<file path="src/rtl/fb_pkg.sv">
// Shared constants and types for the frame-buffer pointer manager.
// The optional FB_DROP_CNT_EN build adds a saturating dropped-frame counter.
package fb_pkg;

    localparam int unsigned FB_BUF_CNT     = 3;
    localparam logic [31:0] FB_FRAME_BYTES = 32'h0020_0000;
    localparam int unsigned FB_IDX_W       = $clog2(FB_BUF_CNT);
    localparam int unsigned FB_DROP_CNT_W  = 16;

    typedef logic [FB_IDX_W-1:0] buf_idx_t;

    typedef enum logic [1:0] {
        EV_IDLE     = 2'b00,
        EV_WR_DONE  = 2'b01,
        EV_RD_START = 2'b10,
        EV_BOTH     = 2'b11
    } fb_event_e;

    function automatic fb_event_e fb_decode_event(input logic wr_done, input logic rd_start);
        return fb_event_e'({rd_start, wr_done});
    endfunction

endpackage

</file>
<file path="src/rtl/fb_free_idx_find.sv">
// Combinational priority finder: lowest buffer index equal to neither excluded index.
// Always finds one as long as BUF_CNT >= 3.
module fb_free_idx_find
    import fb_pkg::*;
#(
    parameter  int unsigned BUF_CNT = FB_BUF_CNT,
    localparam int unsigned IDX_W   = $clog2(BUF_CNT)
) (
    input  logic [IDX_W-1:0] excl_a,
    input  logic [IDX_W-1:0] excl_b,
    output logic [IDX_W-1:0] free_idx
);

    // Scanning downward lets the lowest qualifying index win the last assignment.
    always_comb begin
        free_idx = '0;
        for (int i = int'(BUF_CNT) - 1; i >= 0; i--) begin
            if ((IDX_W'(i) != excl_a) && (IDX_W'(i) != excl_b)) begin
                free_idx = IDX_W'(i);
            end
        end
    end

endmodule

</file>
<file path="src/rtl/fb_buf_ptr_ctrl.sv">
// N-buffer rotation manager in the read clock domain; indices and base addresses are registered.
// Define FB_DROP_CNT_EN to add the drop_cnt_o saturating dropped-frame counter.
module fb_buf_ptr_ctrl
    import fb_pkg::*;
#(
    parameter  int unsigned BUF_CNT     = FB_BUF_CNT,
    parameter  int unsigned ADDR_W      = 32,
    parameter  logic [31:0] FRAME_BYTES = FB_FRAME_BYTES,
    localparam int unsigned IDX_W       = $clog2(BUF_CNT)
) (
    input  logic              clk_i,
    input  logic              rst_n_i,
    input  logic              wr_done_stb_i,
    input  logic              rd_start_stb_i,
    output logic [IDX_W-1:0]  wr_idx_o,
    output logic [IDX_W-1:0]  rd_idx_o,
    output logic [ADDR_W-1:0] wr_addr_o,
    output logic [ADDR_W-1:0] rd_addr_o,
`ifdef FB_DROP_CNT_EN
    output logic [FB_DROP_CNT_W-1:0] drop_cnt_o,
`endif
    output logic              new_frame_o
);

    logic [IDX_W-1:0]  wr_idx, rd_idx, latest_idx;
    logic              latest_valid;
    logic [IDX_W-1:0]  wr_idx_nxt, rd_idx_nxt, latest_idx_nxt;
    logic              latest_valid_nxt;
    logic [ADDR_W-1:0] wr_addr, rd_addr;
    logic [IDX_W-1:0]  free_rd_wr, free_wr_only;
    fb_event_e         ev;

    function automatic logic [ADDR_W-1:0] base_of(input logic [IDX_W-1:0] idx);
        return ADDR_W'(idx) * ADDR_W'(FRAME_BYTES);
    endfunction

    fb_free_idx_find #(.BUF_CNT(BUF_CNT)) u_free_rd_wr (
        .excl_a   (rd_idx),
        .excl_b   (wr_idx),
        .free_idx (free_rd_wr)
    );

    // On a forwarded frame the reader takes the old write buffer, so only that one is excluded.
    fb_free_idx_find #(.BUF_CNT(BUF_CNT)) u_free_wr_only (
        .excl_a   (wr_idx),
        .excl_b   (wr_idx),
        .free_idx (free_wr_only)
    );

    assign ev = fb_decode_event(wr_done_stb_i, rd_start_stb_i);

    always_comb begin
        wr_idx_nxt       = wr_idx;
        rd_idx_nxt       = rd_idx;
        latest_idx_nxt   = latest_idx;
        latest_valid_nxt = latest_valid;
        unique case (ev)
            EV_WR_DONE: begin
                latest_idx_nxt   = wr_idx;
                latest_valid_nxt = 1'b1;
                wr_idx_nxt       = free_rd_wr;
            end
            EV_RD_START: begin
                if (latest_valid) begin
                    rd_idx_nxt       = latest_idx;
                    latest_valid_nxt = 1'b0;
                end
            end
            EV_BOTH: begin
                rd_idx_nxt       = wr_idx;
                latest_valid_nxt = 1'b0;
                wr_idx_nxt       = free_wr_only;
            end
            default: ;
        endcase
    end

    // Addresses load from the next index so they change in the same cycle as the index.
    always_ff @(posedge clk_i) begin
        if (!rst_n_i) begin
            wr_idx       <= IDX_W'(1);
            rd_idx       <= '0;
            latest_idx   <= '0;
            latest_valid <= 1'b0;
            wr_addr      <= base_of(IDX_W'(1));
            rd_addr      <= '0;
        end else begin
            wr_idx       <= wr_idx_nxt;
            rd_idx       <= rd_idx_nxt;
            latest_idx   <= latest_idx_nxt;
            latest_valid <= latest_valid_nxt;
            wr_addr      <= base_of(wr_idx_nxt);
            rd_addr      <= base_of(rd_idx_nxt);
        end
    end

    assign wr_idx_o    = wr_idx;
    assign rd_idx_o    = rd_idx;
    assign wr_addr_o   = wr_addr;
    assign rd_addr_o   = rd_addr;
    assign new_frame_o = latest_valid;

`ifdef FB_DROP_CNT_EN
    logic [FB_DROP_CNT_W-1:0] drop_cnt;

    // Any write completion while an unread frame is pending discards that frame.
    always_ff @(posedge clk_i) begin
        if (!rst_n_i) begin
            drop_cnt <= '0;
        end else if (wr_done_stb_i && latest_valid && (drop_cnt != '1)) begin
            drop_cnt <= drop_cnt + FB_DROP_CNT_W'(1);
        end
    end

    assign drop_cnt_o = drop_cnt;
`endif

    a_wr_ne_rd : assert property (@(posedge clk_i) disable iff (!rst_n_i)
        wr_idx != rd_idx);

    a_latest_distinct : assert property (@(posedge clk_i) disable iff (!rst_n_i)
        latest_valid |-> ((latest_idx != wr_idx) && (latest_idx != rd_idx)));

endmodule

</file>
<file path="config.mk">
export PLATFORM = sky130hd
export DESIGN_NAME = fb_buf_ptr_ctrl
export DESIGN_NICKNAME = d
export VERILOG_FILES = /design/src/rtl/fb_pkg.sv /design/src/rtl/fb_free_idx_find.sv /design/src/rtl/fb_buf_ptr_ctrl.sv
export SDC_FILE = /design/constraint.sdc
export NUM_CORES = 1
export LEC_CHECK = 0
export ABC_AREA = 0
export CAP_MARGIN = 20
export CORE_ASPECT_RATIO = 0.8
export CORE_UTILIZATION = 31
export CTS_CLUSTER_SIZE = 8
export DETAILED_ROUTE_END_ITERATION = 8
export GPL_ROUTABILITY_DRIVEN = 0
export PLACE_DENSITY = 0.81
export RECOVER_POWER = 100
export SYNTH_ARGS = -nofsm -noshare
export SYNTH_HDL_FRONTEND = slang
export SYNTH_SLANG_ARGS = --single-unit
export TNS_END_PERCENT = 100
</file>
<file path="constraint.sdc">
create_clock -name clk_i -period 1.5 [get_ports clk_i]
set_input_delay 0.3 -clock clk_i [delete_from_list [all_inputs] [get_ports clk_i]]
set_output_delay 0.3 -clock clk_i [all_outputs]
set_load 0.005 [all_outputs]
</file>
== Word level (Yosys, flattened, before mapping) ==
Cells that the tools add are included.

* Flip-flop bits (word level): 67
* Input bits: 4
* Output and inout port bits: 69
* Logic and storage cells: 30

* Equality and inequality tests: 7
* Mux-type cells: 10
* Reduce and logical (&&, ||, !) cells: 7

{| class="wikitable"
|+ Operators by type and width
! cell !! number
|-
| 2-to-1 mux 2 bit || 7
|-
| one-hot mux 2 bit (2 select lines) || 2
|-
| nonzero test 2 bit || 3
|-
| equality test 2 bit, second input constant || 2
|-
| inequality test 1 x 2 -> 1 bit, first input constant || 2
|-
| inequality test 2 bit, first input constant || 2
|-
| logical AND 1 bit || 3
|-
| equality test 2 x 1 -> 1 bit, second input constant || 1
|-
| one-hot mux 1 bit (2 select lines) || 1
|-
| OR reduction 2 bit || 1
|}

== Logic depth before layout (Yosys ltp) ==
* Depth in word-level cells: 6
* Mapped depth: 4

== Hierarchy ==
A second synthesis with hierarchy kept.

* Cell total of the unflattened synthesis: 106
* Area, all modules: 883.3 um^2

{| class="wikitable"
|+ Modules (own cells, without submodules)
! module !! times used !! cells each !! area each (um^2)
|-
| fb_buf_ptr_ctrl || 1 || 96 || 808.3
|-
| fb_free_idx_find || 2 || 5 || 37.5
|}

== Worst setup path after synthesis ==
OpenSTA, ideal clock, no wires.

* Path kind: register to register
* From: reg, netlist name wr_addr_o[22]
* To: reg wr_addr[21], in the netlist wr_addr_o[21]
* Arrival time: 1024 ps
* Data required time: 1420 ps
* Setup slack: 396 ps
* Stages on the path, launching flop included: 4
* Clock period less this slack: 1104 ps
* Cells stage by stage: dfxtp_1 mux2_4 a211o_1 o2111ai_2

{| class="wikitable"
|+ RTL lines
! what !! line !! RTL
|-
| end signal, assigned || fb_buf_ptr_ctrl.sv:85 || <nowiki>wr_addr <= base_of(IDX_W'(1));</nowiki>
|-
| end signal, assigned || fb_buf_ptr_ctrl.sv:92 || <nowiki>wr_addr <= base_of(wr_idx_nxt);</nowiki>
|-
| end, declared || fb_buf_ptr_ctrl.sv:29 || <nowiki>logic [ADDR_W-1:0] wr_addr, rd_addr;</nowiki>
|}

==> impl_metrics.env <==
export IMPL_status="finished, final reports clean"
export IMPL_clockBufferDepth=2
export IMPL_holdPathStages=2
export IMPL_hpwl_um=866.1
export IMPL_hold_ws_ns=0.5246
export IMPL_required_ns=1.20
export IMPL_cts_max_level=1
export IMPL_max_stage_delay_ns=0.52
export IMPL_clock_sinks=7
export IMPL_whs_endpoint="new_frame_o"
export IMPL_slew_violations=0
export IMPL_r2r_end="wr_addr_o[21]"
export IMPL_netlist_area_um2=823.3
export IMPL_synth_edf_count=0
export IMPL_hold_start="new_frame_o"
export IMPL_fin_crit_sh_pct=96.29
export IMPL_drc=0
export IMPL_drive_gt1_share_pct=11.50
export IMPL_detail_route_vias_per_cell=3.154
export IMPL_fin_setup_tns_ns=0
export IMPL_synth_seq_cells=7
export IMPL_fmax_mhz=692.3
export IMPL_crit_arrival_ns=1.14
export IMPL_cts_root_buf="clkbuf_4"
export IMPL_vdd_drop_max_mv=0.3238
export IMPL_avgRoutedWirePerCell_um=6.940
export IMPL_startpoint_type="flop"
export IMPL_synth_top_cells_by_count="buf_4, dfxtp_1, mux2i_1"
export IMPL_crit_buf_inv=1
export IMPL_async_flop_share_pct=0
export IMPL_yosys_top_cells_area="buf_4, dfxtp_1, mux2i_1"
export IMPL_post_synth_top_area_fraction_pct=59.27
export IMPL_crit_chain="clkdlybuf4s50_1"
export IMPL_diodes=0
export IMPL_finalClockSkew_ns=0.009967
export IMPL_grt_max_degree=8
export IMPL_synth_area_leader_cell="buf_4"
export IMPL_die_w_um=59.62
export IMPL_cp_max_fo=4
export IMPL_grt_use_total_pct=6.787
export IMPL_vias=470
export IMPL_grt_first_pass_wirelength_um=1290
export IMPL_coreArea_um2=2482
export IMPL_cp_end_kind="primary output"
export IMPL_final_antenna_net_count=0
export IMPL_reg2reg_from="wr_addr_o[22]"
export IMPL_hold_path_class="flop to flop"
export IMPL_overflow=0
export IMPL_crit_family="buffers and inverters"
export IMPL_worstRegToRegCells=4
export IMPL_setup_violations_final=0
export IMPL_antenna_found_initial=0
export IMPL_die_height_um=48.10
export IMPL_postCtsHoldBufs=0
export IMPL_worst_setup_path_type="flop to primary output"
export IMPL_area_growth_pct=-4.407
export IMPL_dieArea_um2=2867
export IMPL_synthCells=98
export IMPL_core_rowCount=16
export IMPL_synth_most_common_cell="buf_4"
export IMPL_layout_min_cycle_time_ns=1.444
export IMPL_synth_distinct_cells=18
export IMPL_path_clk_slew_ns=0.06
export IMPL_ys_seq_area_share_pct=17.02
export IMPL_maxCapViolCount=0
export IMPL_hold_viol_final=0
export IMPL_numPortBuffers=12
export IMPL_drt_wl_total_um=1034
export IMPL_drt_iter0_markers=6
export IMPL_cts_tree="built"
export IMPL_p_per_area_nw_per_um2=676.2
export IMPL_cts_buffers_inserted=3
export IMPL_first_pass_iters=3
export IMPL_post_cts_buffers=0
export IMPL_synth_flop_cell="dfxtp_1"
export IMPL_io_pins=73
export IMPL_grt_pass1_vias=303
export IMPL_p_leak_nw=0.4363
export IMPL_avgSynthCellArea_um2=8.401
export IMPL_slowest_stage="clkdlybuf4s50_1"
export IMPL_rsz0062_at_grt="no"
export IMPL_nNetsFinal=118
export IMPL_insertion_delay_ns=0.26
export IMPL_start_util_pct=33.17
export IMPL_ff2ff_setup_slack_ns=0.32
export IMPL_ys_warnings_count=0
==> routing by layer <==
layer / track usage (%) / share of wire [%] / vias up
met2: 10.11 / 47 / 35
met5: 0 / 0 / -
li1: - / - / 216
met4: 2.791 / 0.77 / 0
met3: 5.836 / 14 / 2
met1: 6.973 / 38 / 217
==> where the power goes <==
part / total (mW) / internal, mW / switching, mW
Combinational: 0.143 / 0.0688 / 0.0742
Sequential: 0.211 / 0.198 / 0.0123
Clock: 0.179 / 0.0980 / 0.0806
==> kinds of logic (layout without fill, tap and decap cells) <==
family                    after synthesis  after routing  synth area share, %
buffers and inverters                  67             23                60.18
xor gates and xnor gates                1              1                1.064
muxes                                   5              5                6.687
AOI/OAI and AO/OA                       6              6                7.142
other                                   1             60               0.4555
and+or+nand+nor                        11             11                7.448
DFF                                     7              7                17.02
==> registers in the layout (all words and copies together) (netlist names) <==
name / flops
new_frame_o: 1
wr_addr_o: 2
rd_addr_o: 2
latest_idx: 2
==> repair_timing <==
action | CTS | global route
resized for setup | 3 | 1
pin swaps | 0 | 0
endpoints found under the setup margin | 5 | 1
==> how the worst max path moves through the flow <==
| stage | start | to | slack [ns] | cells after the start |
|---|---|---|---|---|
| final | wr_addr_o[22] | wr_idx_o[1] | 0.06 | 1 |
| after global routing | rd_addr_o[21] | rd_addr_o[21] | 0.02 | 1 |
| after CTS | rd_addr_o[22] | rd_idx_o[1] | 0.03 | 1 |
| after detailed placement | rd_start_stb_i | wr_addr_o[22] | 0.02 | 4 |
| after global placement | wr_done_stb_i | rd_addr_o[22] | 0.04 | 4 |
| after floorplan | wr_addr_o[22] | wr_addr_o[21] | 0.40 | 3 |
==> per-stage QoR <==
stage / util [%] / worst slack (ns) / cell area, um2 / total power, mW / instances
final: 31.70 / 0.05563 / 787.0 / 0.5322 / 149
after global routing: 31.70 / 0.01843 / 787.0 / 0.5713 / 149
after CTS: 31.85 / 0.03446 / 790.8 / 0.5360 / 149
after detailed placement: 30.59 / 0.01631 / 759.5 / 0.3566 / 145
after global placement: 30.59 / 0.04478 / 759.5 / 0.3552 / 145
after floorplan: - / 0.3958 / 1045 / 0.4178 / 157
==> layout make-up <==
class | instances | area, um2
Clock buffer | 3 | 22.52
Clock inverter | 1 | 5.005
Fill cell | 260 | 1695
Inverter | 2 | 7.507
Multi-Input combinational cell | 83 | 406.6
Sequential cell | 7 | 146.4
Tap cell | 36 | 45.04
Timing Repair Buffer | 17 | 153.9
==> cells in the final DEF, fill, tap and decap left out <==
| cell | n |
|---|---|
| buf_4 | 4 |
| nand3_1 | 1 |
| xnor2_1 | 1 |
| clkinv_2 | 1 |
| o21a_1 | 2 |
| clkbuf_1 | 1 |
| conb_1 | 60 |
| dfxtp_2 | 2 |
| nor3b_1 | 1 |
| clkdlybuf4s50_1 | 11 |
| o2111ai_2 | 1 |
| dfxtp_4 | 1 |
| nand2b_1 | 1 |
| o211a_1 | 2 |
| mux2_4 | 1 |
| nor4_1 | 1 |
| clkbuf_4 | 3 |
| a211o_1 | 1 |
| dfxtp_1 | 4 |
| nand2_1 | 2 |
| nor2_1 | 2 |
| mux2i_1 | 4 |
| dlygate4sd3_1 | 1 |
| inv_1 | 2 |
| nor2b_1 | 3 |
(Power assumes the default switching activity.)
